### config.mk
export PLATFORM = sky130hd
export DESIGN_NAME = fetch_ctrl
export DESIGN_NICKNAME = d
export VERILOG_FILES = /design/src/rtl/fetch_ctrl.sv
export SDC_FILE = /design/constraint.sdc
export NUM_CORES = 1
export LEC_CHECK = 0
export BUFFER_PORTS_ARGS = -buffer_cell sky130_fd_sc_hd__buf_2
export CAP_MARGIN = 25
export CORE_MARGIN = 2
export CORE_UTILIZATION = 37
export DETAILED_ROUTE_END_ITERATION = 10
export GPL_TIMING_DRIVEN = 0
export SYNTH_ARGS = -nofsm -noshare
export SYNTH_HDL_FRONTEND = slang
export SYNTH_SLANG_ARGS = --single-unit
### constraint.sdc
create_clock -name clk -period 8.05 [get_ports clk]
set_input_delay 1.61 -clock clk [delete_from_list [all_inputs] [get_ports clk]]
set_output_delay 1.61 -clock clk [all_outputs]
set_load 0.1 [all_outputs]
### src/rtl/fetch_ctrl.sv
// fetch_ctrl: fetch-stage sequencer between instruction memory and IF/ID.
// Owns the PC, issues credit-limited 1-cycle reads, buffers words in order.
// Ports:
//   clk, rstn                   clock, synchronous active-low reset
//   redirect_valid/redirect_pc  flush front end, restart at redirect_pc
//   imem_req/imem_addr          read request and byte address (current pc)
//   imem_rdata                  read data, one cycle after imem_req
//   id_valid/id_inst/id_pc      queue head presented to decode
//   id_ready                    decode accepts the head
//   stop_out                    end of program reached and queue drained
module fetch_ctrl #(
  parameter logic [31:0] RESET_PC = 32'h0000_0000,
  parameter int          DEPTH    = 2
) (
  input  logic        clk,
  input  logic        rstn,
  input  logic        redirect_valid,
  input  logic [31:0] redirect_pc,
  output logic        imem_req,
  output logic [31:0] imem_addr,
  input  logic [31:0] imem_rdata,
  output logic        id_valid,
  output logic [31:0] id_inst,
  output logic [31:0] id_pc,
  input  logic        id_ready,
  output logic        stop_out
);

  localparam int AW = $clog2(DEPTH);
  localparam logic [AW:0] FULL = (AW+1)'(DEPTH);

  typedef enum logic [1:0] {
    RUN,
    DRAIN,
    HALT
  } state_t;

  state_t state, state_n;

  logic [31:0]   pc;
  logic [31:0]   inflight_pc;
  logic          inflight;
  logic          kill;
  logic [AW:0]   count;
  logic [AW-1:0] wptr;
  logic [AW-1:0] rptr;
  logic [31:0]   inst_q [DEPTH];
  logic [31:0]   pc_q   [DEPTH];

  logic resp;
  logic eop;
  logic enq;
  logic deq;

  always_comb begin
    state_n  = state;
    resp     = inflight & ~kill;
    eop      = resp & (imem_rdata == 32'h0);
    enq      = resp & (imem_rdata != 32'h0)
             & ~redirect_valid;
    // credit: buffered + outstanding must stay below DEPTH
    imem_req = rstn & (state == RUN)
             & ~redirect_valid
             & ((count + {{AW{1'b0}}, inflight}) < FULL);
    imem_addr = pc;
    id_valid  = (count != '0) & (state != HALT);
    deq       = id_valid & id_ready;
    id_inst   = id_valid ? inst_q[rptr] : 32'h0;
    id_pc     = id_valid ? pc_q[rptr] : 32'h0;
    stop_out  = (state == HALT);

    unique case (state)
      RUN:     if (eop) state_n = DRAIN;
      DRAIN:   if (count == '0) state_n = HALT;
      HALT:    state_n = HALT;
      default: state_n = RUN;
    endcase
    if (redirect_valid) state_n = RUN;
  end

  always_ff @(posedge clk) begin
    if (!rstn) begin
      state       <= RUN;
      pc          <= RESET_PC;
      inflight    <= 1'b0;
      inflight_pc <= 32'h0;
      kill        <= 1'b0;
      count       <= '0;
      wptr        <= '0;
      rptr        <= '0;
    end else begin
      state <= state_n;
      if (redirect_valid) begin
        pc       <= redirect_pc;
        inflight <= 1'b0;
        kill     <= 1'b0;
        count    <= '0;
        wptr     <= '0;
        rptr     <= '0;
      end else begin
        inflight <= imem_req;
        // request racing the end marker must not be enqueued
        kill     <= imem_req & eop;
        if (imem_req) begin
          pc          <= pc + 32'd4;
          inflight_pc <= pc;
        end
        if (enq) wptr <= wptr + AW'(1);
        if (deq) rptr <= rptr + AW'(1);
        unique case ({enq, deq})
          2'b10:   count <= count + (AW+1)'(1);
          2'b01:   count <= count - (AW+1)'(1);
          default: count <= count;
        endcase
      end
    end
  end

  always_ff @(posedge clk) begin
    if (rstn && enq) begin
      inst_q[wptr] <= imem_rdata;
      pc_q[wptr]   <= inflight_pc;
    end
  end

  no_overflow: assert property (
    @(posedge clk) disable iff (!rstn)
    !(enq && !deq && count == FULL)
  );

endmodule

==> impl_metrics.json <==
{
  "status": "completed",
  "drv_cap": 0,
  "numPlacedInstances": 1170,
  "leakage_nw": 3.90,
  "hold_path_class": "reg2reg",
  "postCtsSetupRepairBufs": 0,
  "avgRoutedWirePerCell_um": 17.3,
  "crit_fanout": 10,
  "n_antenna_cell": 0,
  "arrival_ns": 3.51,
  "drt_iter0_drc": 422,
  "synthArstFlopShare": 0,
  "skew_ns": 0.00849,
  "fillers": 2019,
  "rows": 54,
  "clockPowerShare": 0.423,
  "synth_cell_types": 51,
  "numPortBuffers": 165,
  "numCtsBuffers": 21,
  "grt.total_usage": 0.174,
  "rsz0062_at_grt": "no",
  "mostFrequentLayoutCell": "buf_2",
  "period_share": 0.636,
  "clk_latency_ns": 0.49,
  "synth-seq-cells": 201,
  "cts_resized": 0,
  "vdd_ir_drop_max_v": 0.000114,
  "dieArea_um2": 23500,
  "finalHoldViolCount": 0,
  "mostFrequentLayoutCells": "buf_2, edfxtp_1, nand2_1",
  "holdWs_ns": 0.454,
  "clkSinkCount": 201,
  "root_buffer": "clkbuf_16",
  "stdcell_count": 1207,
  "p_switching_uw": 586,
  "drive_above_1_share": 0.248,
  "ff2ff_setup_slack_ns": 5.68,
  "synth-edff-count": 128,
  "crit_required_ns": 6.44,
  "firstDrtPassIters": 4,
  "power_density_nw_per_um2": 230,
  "die_y_um": 153,
  "pre_cts_ws_ns": 2.95,
  "tns_ns": 0,
  "drc": 0,
  "comb_power_share": 0.097,
  "cellInternalPower_mw": 1.78,
  "cts.clk_slew.worst_paths_ns": 0.06,
  "seq_area_frac_synth": 0.643,
  "h-tree-depth": 1,
  "max_freq_mhz": 195,
  "final_core_util": 0.471,
  "yosysWarnings": 0,
  "die-width_um": 153,
  "routed_wl_mm": 20.9,
  "design_area_um2": 10300,
  "avgSynthCellArea_um2": 11.6,
  "syn_to_final_growth_pct": 24.9,
  "io_pins": 167,
  "initial_utilization": 0.377,
  "max_slew_margin": 0.369,
  "crit_type": "in2out",
  "gp_congestion": 0.836,
  "syn-num-nets": 787,
  "synth_cells": 713,
  "ys.flop_type": "edfxtp_1",
  "p_seq_frac": 0.480,
  "finalCriticalPeriod_ns": 5.12,
  "finalPower_mw": 2.37,
  "grt_max_degree": 15,
  "grt_pass1_wl_mm": 32.3,
  "drv_slew": 0,
  "coreArea_um2": 21900,
  "antenna_found_initial": 0,
  "worst_setup_path_start_kind": "input pin",
  "ant_nets": 0,
  "syn_area_um2": 8250,
  "switching_share": 0.248,
  "overflow": 0,
  "dpl_cell_area_um2": 9590,
  "cts_tree": "yes",
  "worst_slew_pin_slew_ns": 0.947,
  "first_global_vias": 5841,
  "vias": 6157,
  "dpl.hpwl_mm": 15.1,
  "clockBufferDepth": 3,
  "end_kind": "output pin",
  "setup_viol": 0,
  "worst_slack_ns": 2.93,
  "finalNetCount": 987,
  "viasPerCell": 5.10,
  "hold_buffers": 0
}
==> path summary, 6_finish.rpt <==
kind	start	to	cells after the start
worst max-delay path	redirect_valid	imem_req	7
worst min-delay path	inflight_pc[15]	pc_q[0][15]	0
worst max register to register	inflight	pc_q[1][13]	6
worst min register to register	inflight_pc[15]	pc_q[0][15]	0
==> power groups by stage <==
stage	combinational (mW)	sequential [mW]	clock (mW)
2_1_floorplan	0.0969	1.22	0
3_3_place_gp	0.228	1.16	0
3_5_place_dp	0.231	1.16	0
4_1_cts	0.231	1.14	1.02
5_1_grt	0.243	1.14	1.07
6_report	0.230	1.14	1.00
==> logic make-up (layout without fill, tap and decap cells) <==
family,after synthesis,in the layout,share of synthesized area
mux,71,71,0.0866
simple gates,262,262,0.147
flops,201,201,0.643
xor+xnor,8,8,0.00849
buf+inv,54,268,0.0259
fa+ha+maj,6,6,0.00909
compound gates,111,111,0.0805
==> state kept, by name, summed over array words and instances (netlist names), named ones only <==
signal and cells:
count 2, imem_addr 32, inflight 1, inflight_pc 32
inst_q 64, kill 1, pc_q 64, rptr 1
state 2, wptr 1
==> layer usage <==
| metal | GRT usage | share of wire | routed length [um] | vias up |
|---|---|---|---|---|
| met3 | 0.0301 | 0.072 | 1500 | 36 |
| met2 | 0.288 | 0.46 | 9620 | 244 |
| met4 | 0.0572 | 0.027 | 569 | 0 |
| li1 | - | - | - | 2985 |
| met1 | 0.234 | 0.44 | 9160 | 2892 |
| met5 | 0 | 0 | 0 | - |
==> synth_stat cells (all sizes together) (4+ instances only) <==
library cell	count	area (um2)
a21oi	51	255
a2bb2oi	4	35.0
a31oi	14	87.6
and2	6	38.8
and3	7	43.8
buf	28	116
clkbuf	13	48.8
dfxtp	73	1460
edfxtp	128	3840
ha	6	75.1
inv	12	45.0
mux2i	68	681
nand2	99	372
nand3	15	75.1
nand4	17	128
nor2	85	322
nor3	5	30.0
nor4	13	87.6
o211ai	7	52.6
o21a	5	37.5
o21ai	15	75.1
or3	4	25.0
or4	4	33.8
xor2	5	43.8
==> layout make-up <==
cell class,count,area (um2),share of cell area
Tap cell,280,350,0.0340
Buffer,41,165,0.0160
Multi-Input combinational cell,458,2750,0.266
Sequential cell,201,5310,0.515
Clock buffer,27,599,0.0581
Clock inverter,10,123,0.0119
Inverter,13,48.8,0.00473
Timing Repair Buffer,177,972,0.0943
==> worst max-delay path, cell delays in order <==
cell      delay, ns
buf_2          0.18
nor2b_4        0.21
o211ai_1       0.23
inv_2          0.16
buf_2          0.25
buf_1          0.35
buf_2          0.51
Power figures use the tool's default switching activity.
